[src/rtl/regfile_write_queue.sv]
// Write-side FIFO in front of the register bank: buffers (addr, data) writes and drains one per cycle
// as a one-hot write enable plus shared data. Define REGFILE_WQ_COALESCE_EN to merge same-address writes.
module regfile_write_queue #(
    parameter int unsigned DATA_W   = 8,
    parameter int unsigned NUM_REGS = 8,
    parameter int unsigned DEPTH    = 4,
    localparam int unsigned ADDR_W  = $clog2(NUM_REGS)
) (
    input  logic                    clk,
    input  logic                    rst,
    input  logic                    req_valid,
    output logic                    req_ready,
    input  logic [ADDR_W-1:0]       req_addr,
    input  logic [DATA_W-1:0]       req_data,
    input  logic                    drain_en,
    input  logic                    flush,
    output logic [NUM_REGS-1:0]     reg_wen,
    output logic [DATA_W-1:0]       reg_in,
    output logic [NUM_REGS-1:0]     pending_mask,
    output logic [$clog2(DEPTH):0]  count
);

    localparam int unsigned PTR_W = $clog2(DEPTH);
    localparam int unsigned CNT_W = PTR_W + 1;

    if (DEPTH < 2 || DEPTH > 16 || (DEPTH & (DEPTH - 1)) != 0) begin : g_bad_depth
        $error("DEPTH must be a power of two in 2..16");
    end
    if (NUM_REGS < 2 || NUM_REGS > 16) begin : g_bad_num_regs
        $error("NUM_REGS must be in 2..16");
    end

    logic [ADDR_W-1:0]   addr_q [DEPTH];
    logic [DATA_W-1:0]   data_q [DEPTH];
    logic [PTR_W-1:0]    head_q, head_d;
    logic [PTR_W-1:0]    tail_q, tail_d;
    logic [CNT_W-1:0]    count_q, count_d;
    logic [NUM_REGS-1:0] reg_wen_q, reg_wen_d;
    logic [DATA_W-1:0]   reg_in_q, reg_in_d;

    logic full, push, pop, coalesce, alloc;

    // Out-of-range addresses decode to an all-zero enable.
    function automatic logic [NUM_REGS-1:0] onehot(input logic [ADDR_W-1:0] a);
        logic [NUM_REGS-1:0] v;
        v = '0;
        for (int unsigned j = 0; j < NUM_REGS; j++) begin
            if (32'(a) == j) begin
                v[j] = 1'b1;
            end
        end
        return v;
    endfunction

    assign full      = (count_q == CNT_W'(DEPTH));
    assign req_ready = rst && !flush && !full;
    assign push      = req_valid && req_ready;
    assign pop       = (count_q != '0) && drain_en && !flush;

`ifdef REGFILE_WQ_COALESCE_EN
    logic [PTR_W-1:0] newest;

    assign newest   = tail_q - PTR_W'(1);
    // The newest entry may only absorb a write if it is not leaving the queue this cycle.
    assign coalesce = push && (count_q != '0) && (addr_q[newest] == req_addr) &&
                      ((count_q > CNT_W'(1)) || !drain_en);
`else
    assign coalesce = 1'b0;
`endif

    assign alloc = push && !coalesce;

    // Entry storage needs no reset: occupancy alone decides which slots are meaningful.
    always_ff @(posedge clk) begin
        if (alloc) begin
            addr_q[tail_q] <= req_addr;
            data_q[tail_q] <= req_data;
        end
`ifdef REGFILE_WQ_COALESCE_EN
        else if (coalesce) begin
            data_q[newest] <= req_data;
        end
`endif
    end

    always_comb begin
        head_d    = head_q;
        tail_d    = tail_q;
        count_d   = count_q;
        reg_wen_d = '0;
        reg_in_d  = reg_in_q;

        if (flush) begin
            head_d  = '0;
            tail_d  = '0;
            count_d = '0;
        end else begin
            if (alloc) begin
                tail_d = tail_q + PTR_W'(1);
            end
            if (pop) begin
                head_d    = head_q + PTR_W'(1);
                reg_wen_d = onehot(addr_q[head_q]);
                reg_in_d  = data_q[head_q];
            end
            unique case ({alloc, pop})
                2'b10:   count_d = count_q + CNT_W'(1);
                2'b01:   count_d = count_q - CNT_W'(1);
                default: count_d = count_q;
            endcase
        end
    end

    always_ff @(posedge clk or negedge rst) begin
        if (!rst) begin
            head_q    <= '0;
            tail_q    <= '0;
            count_q   <= '0;
            reg_wen_q <= '0;
            reg_in_q  <= '0;
        end else begin
            head_q    <= head_d;
            tail_q    <= tail_d;
            count_q   <= count_d;
            reg_wen_q <= reg_wen_d;
            reg_in_q  <= reg_in_d;
        end
    end

    // Hazard mask covers every occupied slot plus the write currently on the bank.
    always_comb begin
        pending_mask = reg_wen_q;
        for (int unsigned i = 0; i < DEPTH; i++) begin
            if (CNT_W'(i) < count_q) begin
                pending_mask = pending_mask | onehot(addr_q[head_q + PTR_W'(i)]);
            end
        end
    end

    assign reg_wen = reg_wen_q;
    assign reg_in  = reg_in_q;
    assign count   = count_q;

endmodule

[config.mk]
export PLATFORM = sky130hd
export DESIGN_NAME = regfile_write_queue
export DESIGN_NICKNAME = d
export VERILOG_FILES = /design/src/rtl/regfile_write_queue.sv
export SDC_FILE = /design/constraint.sdc
export NUM_CORES = 1
export LEC_CHECK = 0
export CAP_MARGIN = 20
export CORE_ASPECT_RATIO = 2
export CORE_MARGIN = 4
export CORE_UTILIZATION = 50
export DETAILED_ROUTE_END_ITERATION = 8
export DONT_BUFFER_PORTS = 1
export PLACE_DENSITY = 0.68
export SKIP_LAST_GASP = 1
export SLEW_MARGIN = 20
export SYNTH_ARGS = -nofsm -noshare
export SYNTH_HDL_FRONTEND = slang
export SYNTH_SLANG_ARGS = --single-unit
[constraint.sdc]
create_clock -name clk -period 2.15 [get_ports clk]
set_input_delay 0.43 -clock clk [delete_from_list [all_inputs] [get_ports clk]]
set_output_delay 0.43 -clock clk [all_outputs]
set_load 0.005 [all_outputs]
# == After elaboration in Yosys (flattened, before gate mapping) ==
# Memories as Yosys holds them, arrays and structs flattened. A register that Yosys moved wholly into a read port is not among the register bits.
# Cells that the tools add are included.
# word_totals
register_bits,15
ram_bits,44
input_bits,16
out_inout_bits,28
elab_cells,147
mem_count,2
# mem_list
name,depth,word_bits,rd,rd_clocked_by_memory_dff,write_ports,line,source
data_q,4,8,1,1,1,34,logic [DATA_W-1:0] data_q [DEPTH];
addr_q,4,3,4,0,1,33,logic [ADDR_W-1:0] addr_q [DEPTH];
# classes
add_sub_neg,6
n_lt_le_gt_ge,4
n_eq_ne,31
mux,78
bitwise_logic,5
reduce_logical,17
# op_table
cell,n
1-bit 2-to-1 mux,66
3-bit == test (second input constant),17
8-bit 2-to-1 mux,6
8-bit bitwise OR,4
3-bit by 2-bit == test with 1-bit output (second input constant),8
3-bit by 1-bit == test with 1-bit output (second input constant),4
3-bit zero test,4
2-bit 2-to-1 mux,4
1-bit by 3-bit less-than comparator with 1-bit output (first input constant),2
2-bit by 3-bit less-than comparator with 1-bit output (first input constant),2
3-bit one-hot mux with 2 select lines,1
3-bit nonzero test,2
1-bit logical AND,5
2-bit by 1-bit adder with 2-bit output (second input constant),2
2-bit adder (second input constant),2
2-bit nonzero test,2
3-bit by 1-bit adder with 3-bit output (second input constant),1
1-bit zero test,3
3-bit 2-to-1 mux,1
3-bit by 1-bit subtractor with 3-bit output (second input constant),1
2-bit by 1-bit == test with 1-bit output (second input constant),1
2-bit == test (second input constant),1
2-bit AND reduction,1
1-bit inverter,1

# == Logic depth before layout (Yosys ltp) ==
# An unclocked memory read counts as a cell.
# depth
word_depth,12
ltp_mapped,8
mapped_depth_nobuf,7

# == Worst setup path before layout ==
# No wires, ideal clock.
# synth_timing
kind,register -> output
start,register head_q[1]
end,output pending_mask[2]
arrival_time_ps,1810
required_ps,1720
setup_slack_ps,-90
path_stages_with_launch,6
path_buffers,1
cell_sequence,dfrtp_1 -> buf_6 -> mux2_4 -> mux2_4 -> a32o_1 -> or4_1
# synth_via
elab_chain_len,12
word_cells_on_any_way,24
cone_classes,3 x add/sub; 4 x eq/ne; 12 x mux; 4 x bitwise; 1 x memory
# synth_rtl
element,line,source
from (decl),35,"logic [PTR_W-1:0] head_q, head_d;"
from (signal assigned),116,head_q <= '0;
from (signal assigned),122,head_q <= head_d;
memory 4 x 3 bit (*),n/a,
3-bit by 2-bit == test with 1-bit output,48,if (32'(a) == j) begin
1-bit 2-to-1 mux,48,
1-bit 2-to-1 mux,134,if (CNT_W'(i) < count_q) begin
8-bit bitwise OR,135,pending_mask = pending_mask | onehot(addr_q[head_q + PTR_W'(i)]);
8-bit 2-to-1 mux,134,
8-bit bitwise OR,135,
8-bit 2-to-1 mux,134,
8-bit bitwise OR,135,
8-bit 2-to-1 mux,134,
8-bit bitwise OR,135,
8-bit 2-to-1 mux (*),134,
to (decl),19,"output logic [NUM_REGS-1:0] pending_mask,"
# Mark *: on every way between the ends. The rest lies on a longest branch, timed or not. The select of a mux whose other input is x is not followed.

# == Worst setup path after layout ==
# Ends and elaborated chain as after synthesis.

==> key figures <==
Run status
  • Run status: complete, but fails checks
  • Violations in the final reports: negative setup slack

Finish
  • Fill cell count: 436
  • Final antenna diode count: 0
  • Share of final-layout standard cells stronger than drive strength 1: 45.30%
  • Final standard cell area without fillers: 4312 sq um
  • Area delta synth->final: 32.69%
  • Most frequent cells in the layout: edfxtp_1 (44), buf_4 (36), dfrtp_1 (21)
  • Utilization of the core after routing: 68.33%
  • Commonest non-fill, non-tap cell in the layout: edfxtp_1
  • Net count of the finished layout: 306

Placed design
  • Placed cell areas: 3677 sq um
  • Estimated wirelength of the detail-placed design: 5.358 mm
  • Routability congestion estimate from global placement: 0.8772
  • Port Buffer Count: 0
  • Pre-CTS worst setup slack: -0.1439 ns

Power
  • Power density relative to cell area: 1225 nW/um^2
  • Tot Pwr: 5.283 mW
  • Standby leakage power: 1.644 nW
  • Worst-case vdd ir drop: 1.148 mV

Worst setup path
  • Crit path cell chain: buf_6 > mux2_4 > mux2_4 > nand2_4 > nor2_2 > or4_4
  • RR Endpoint: reg_in[0]
  • Cell with the largest stage delay on the worst path: or4_4
  • Register-to-Register Path Depth: 9
  • Kind of end point of the critical path: output port
  • Crit Path Class: register to output port
  • Reg-to-reg critical path startpoint: count[0]
  • R2R setup slack: 0.17 ns
  • Cell seen most often among critical-path stages: mux2_4
  • Maximum fanout along the worst path: 7
  • Worst Path Arrival: 2.17 ns
  • Max stage delay on crit path: 0.51 ns
  • Startpoint kind of the worst setup timing path: register
  • Data required time at the worst endpoint: 1.72 ns

STA
  • Setup TNS after final layout: -3.071 ns
  • Hold Violations, Final: 0
  • Slew Viols, Final: 0
  • Unrepaired setup endpoints after global routing: true
  • Setup Viol. Count Final: 8
  • Min Clock Period, post-route: 2.605 ns
  • Remaining max-slew budget at the tightest pin: 65.03%
  • Clock Skew: 0.005321 ns
  • Fmax: 383.9 MHz
  • Setup WS post-layout: -0.4546 ns
  • Transition time at the pin with the least slew margin: 0.5197 ns
  • Period utilisation layout: 121.1%

Detailed routing
  • Number of detailed-routing iterations run before antenna repair: 4
  • Routed wl met2: 4.854 mm
  • Number of vias per cell after detailed routing: 5.713
  • WL per Instance: 21.65 microns
  • Detail Route met3 WL: 359 microns
  • Overall routed net length: 8.076 mm
  • Post-DRT Antenna Nets: 0
  • Met1 WL: 2.495 mm
  • DRC violation count after routing: 0
  • Uppermost layer routed: met4
  • Overall via count from detail_route: 2131
  • Detailed Route Iter0 Violations: 85

Hold path
  • Hold Path Sink: count[2]
  • Worst min-delay path class: input port to register
  • Hold Path Stages: 1
  • Start point of the worst min-delay path: flush

Die
  • Floorplan die height: 122.0 microns
  • Row count: 41
  • Total Die Area: 7931 sq um
  • Die width: 65.01 microns
  • I/O Pins: 44
  • Area inside the core boundary: 6310 sq um
  • Starting density of the core: 51.50%

Synthesis
  • Netlist cell types: 41
  • Number of flops mapped to enable cells by yosys: 44
  • Synth area leader: edfxtp_1
  • Top cells by area in the synthesized netlist: edfxtp_1 (41%), dfrtp_1 (18%), mux4_2 (7.6%)
  • Yosys synthesis warning count: 0
  • Netlist area before placement: 3249 sq um
  • Predominant post-synthesis flop cell: edfxtp_1
  • Area share of the leading cell type in the synthesized netlist: 40.66%
  • Sequential element share of the synthesized area: 58.38%
  • Number of instances in the synthesized netlist: 226
  • Mean cell area of the mapped netlist: 14.38 sq um
  • Async set-or-reset flop fraction in the synthesized netlist: 34.33%
  • Synth Register Bits: 67
  • Post-synthesis net count: 250

Clocking
  • Maximum buffer depth of the clock tree: 2
  • Htree depth: 3
  • Total clock buffers created by CTS: 9
  • Clock tree from TritonCTS: yes
  • Clock root buffer: clkbuf_16
  • Clock slew at reported path FFs: 0.05 ns
  • Worst-skew pair later-pin latency: 0.33 ns
  • Number of sinks on the clock net: 67

Global route
  • Pin count of the biggest net entering global routing: 24
  • Wire length of the first global-routing pass: 12.45 mm
  • Antenna violations before repair: 0
  • Global-route congestion overflow total: 0
  • Total Routing Usage GR: 22.32%
  • Number of global-route vias before repair: 2361

Flow run
  • MaxCap Viol Count: 0
-- synthesized netlist by cell type (all sizes together), types with 2 or more instances --
library cell and count:
nand2b 6, o22ai 6, nor2b 2, mux2i 6, inv 6, o32ai 2, or3 5, nor2 24
o21ai 4, mux4 14, edfxtp 44, nand2 15, xnor2 5, a32o 2, ha 8, nor3 2
mux2 20, buf 6, dfrtp 23, clkbuf 2, a21oi 3, o211ai 3, and2 6
-- critical path, delay by kind of cell (launching register included) --
kind | cells | cell delay, ns
DFF | 1 | 0.44
and+or+nand+nor | 3 | 0.63
muxes | 2 | 0.62
buffers and inverters | 1 | 0.15
-- kinds of logic (layout without fill, tap and decap cells) --
logic type | count (synthesis) | after routing | share of synthesized area, %
AOI/OAI and AO/OA | 27 | 27 | 5.892
DFF | 67 | 67 | 58.38
xor gates and xnor gates | 6 | 6 | 1.617
adders and majority gates | 8 | 8 | 3.081
and+or+nand+nor | 64 | 64 | 9.358
muxes | 40 | 40 | 19.41
buffers and inverters | 14 | 75 | 2.272
-- where the power goes --
| part | switching [mW] | total (mW) | internal, mW |
|---|---|---|---|
| sequential | 0.127 | 1.65 | 1.52 |
| combinational | 0.979 | 2.09 | 1.11 |
| clock | 0.531 | 1.55 | 1.02 |
-- repair_timing --
item | 4_1_cts | 5_1_grt
hold buffers | 2 | 0
endpoints found under the hold margin | 23 | 0
setup endpoints to repair | 8 | 15
buffers inserted | 10 | 2
pin swaps | 14 | 5
resized for setup | 40 | 16
-- stage by stage --
step                      hold WS (ns)  cells
final                           0.1603    373
after global routing            0.1494    373
after CTS                       0.1442    371
after detailed placement        0.1351    344
after global placement          0.1351    344
after floorplan                 0.1344    226
-- layer usage --
metal / vias to the layer above / global-route usage [%]
met4: 0 / 15.10
met2: 77 / 42.21
li1: 969 / -
met1: 1060 / 19.60
met5: - / 0
met3: 25 / 5.720
-- state kept, by name (all words and copies together) (netlist names) --
signal,cells
data_q,32
count,3
tail_q,2
head_q,2
reg_in,8
reg_wen,8
addr_q,12
-- worst max-delay path by stage --
stage	startpoint	end	slack, ns	cells past startpoint
detailed placement	head_q[1]	pending_mask[2]	-0.14	6
floorplan	head_q[1]	pending_mask[2]	-0.09	5
CTS	head_q[1]	pending_mask[2]	-0.46	6
finish	head_q[1]	pending_mask[2]	-0.45	6
global placement	head_q[1]	pending_mask[2]	-0.13	5
global route	head_q[1]	pending_mask[2]	-0.50	6
-- area by class of cell --
cell class                 instances  area (sq um)  area share [%]
tap                               86         107.6           2.496
timing repair buffer              53         513.0           11.90
clock inverter                     6         90.09           2.089
inverter                           6         22.52          0.5223
multi-input combinational        145          1450           33.63
sequential                        67          1899           44.05
clock buffer                      10         229.0           5.311
Power figures use the tool's default switching activity.
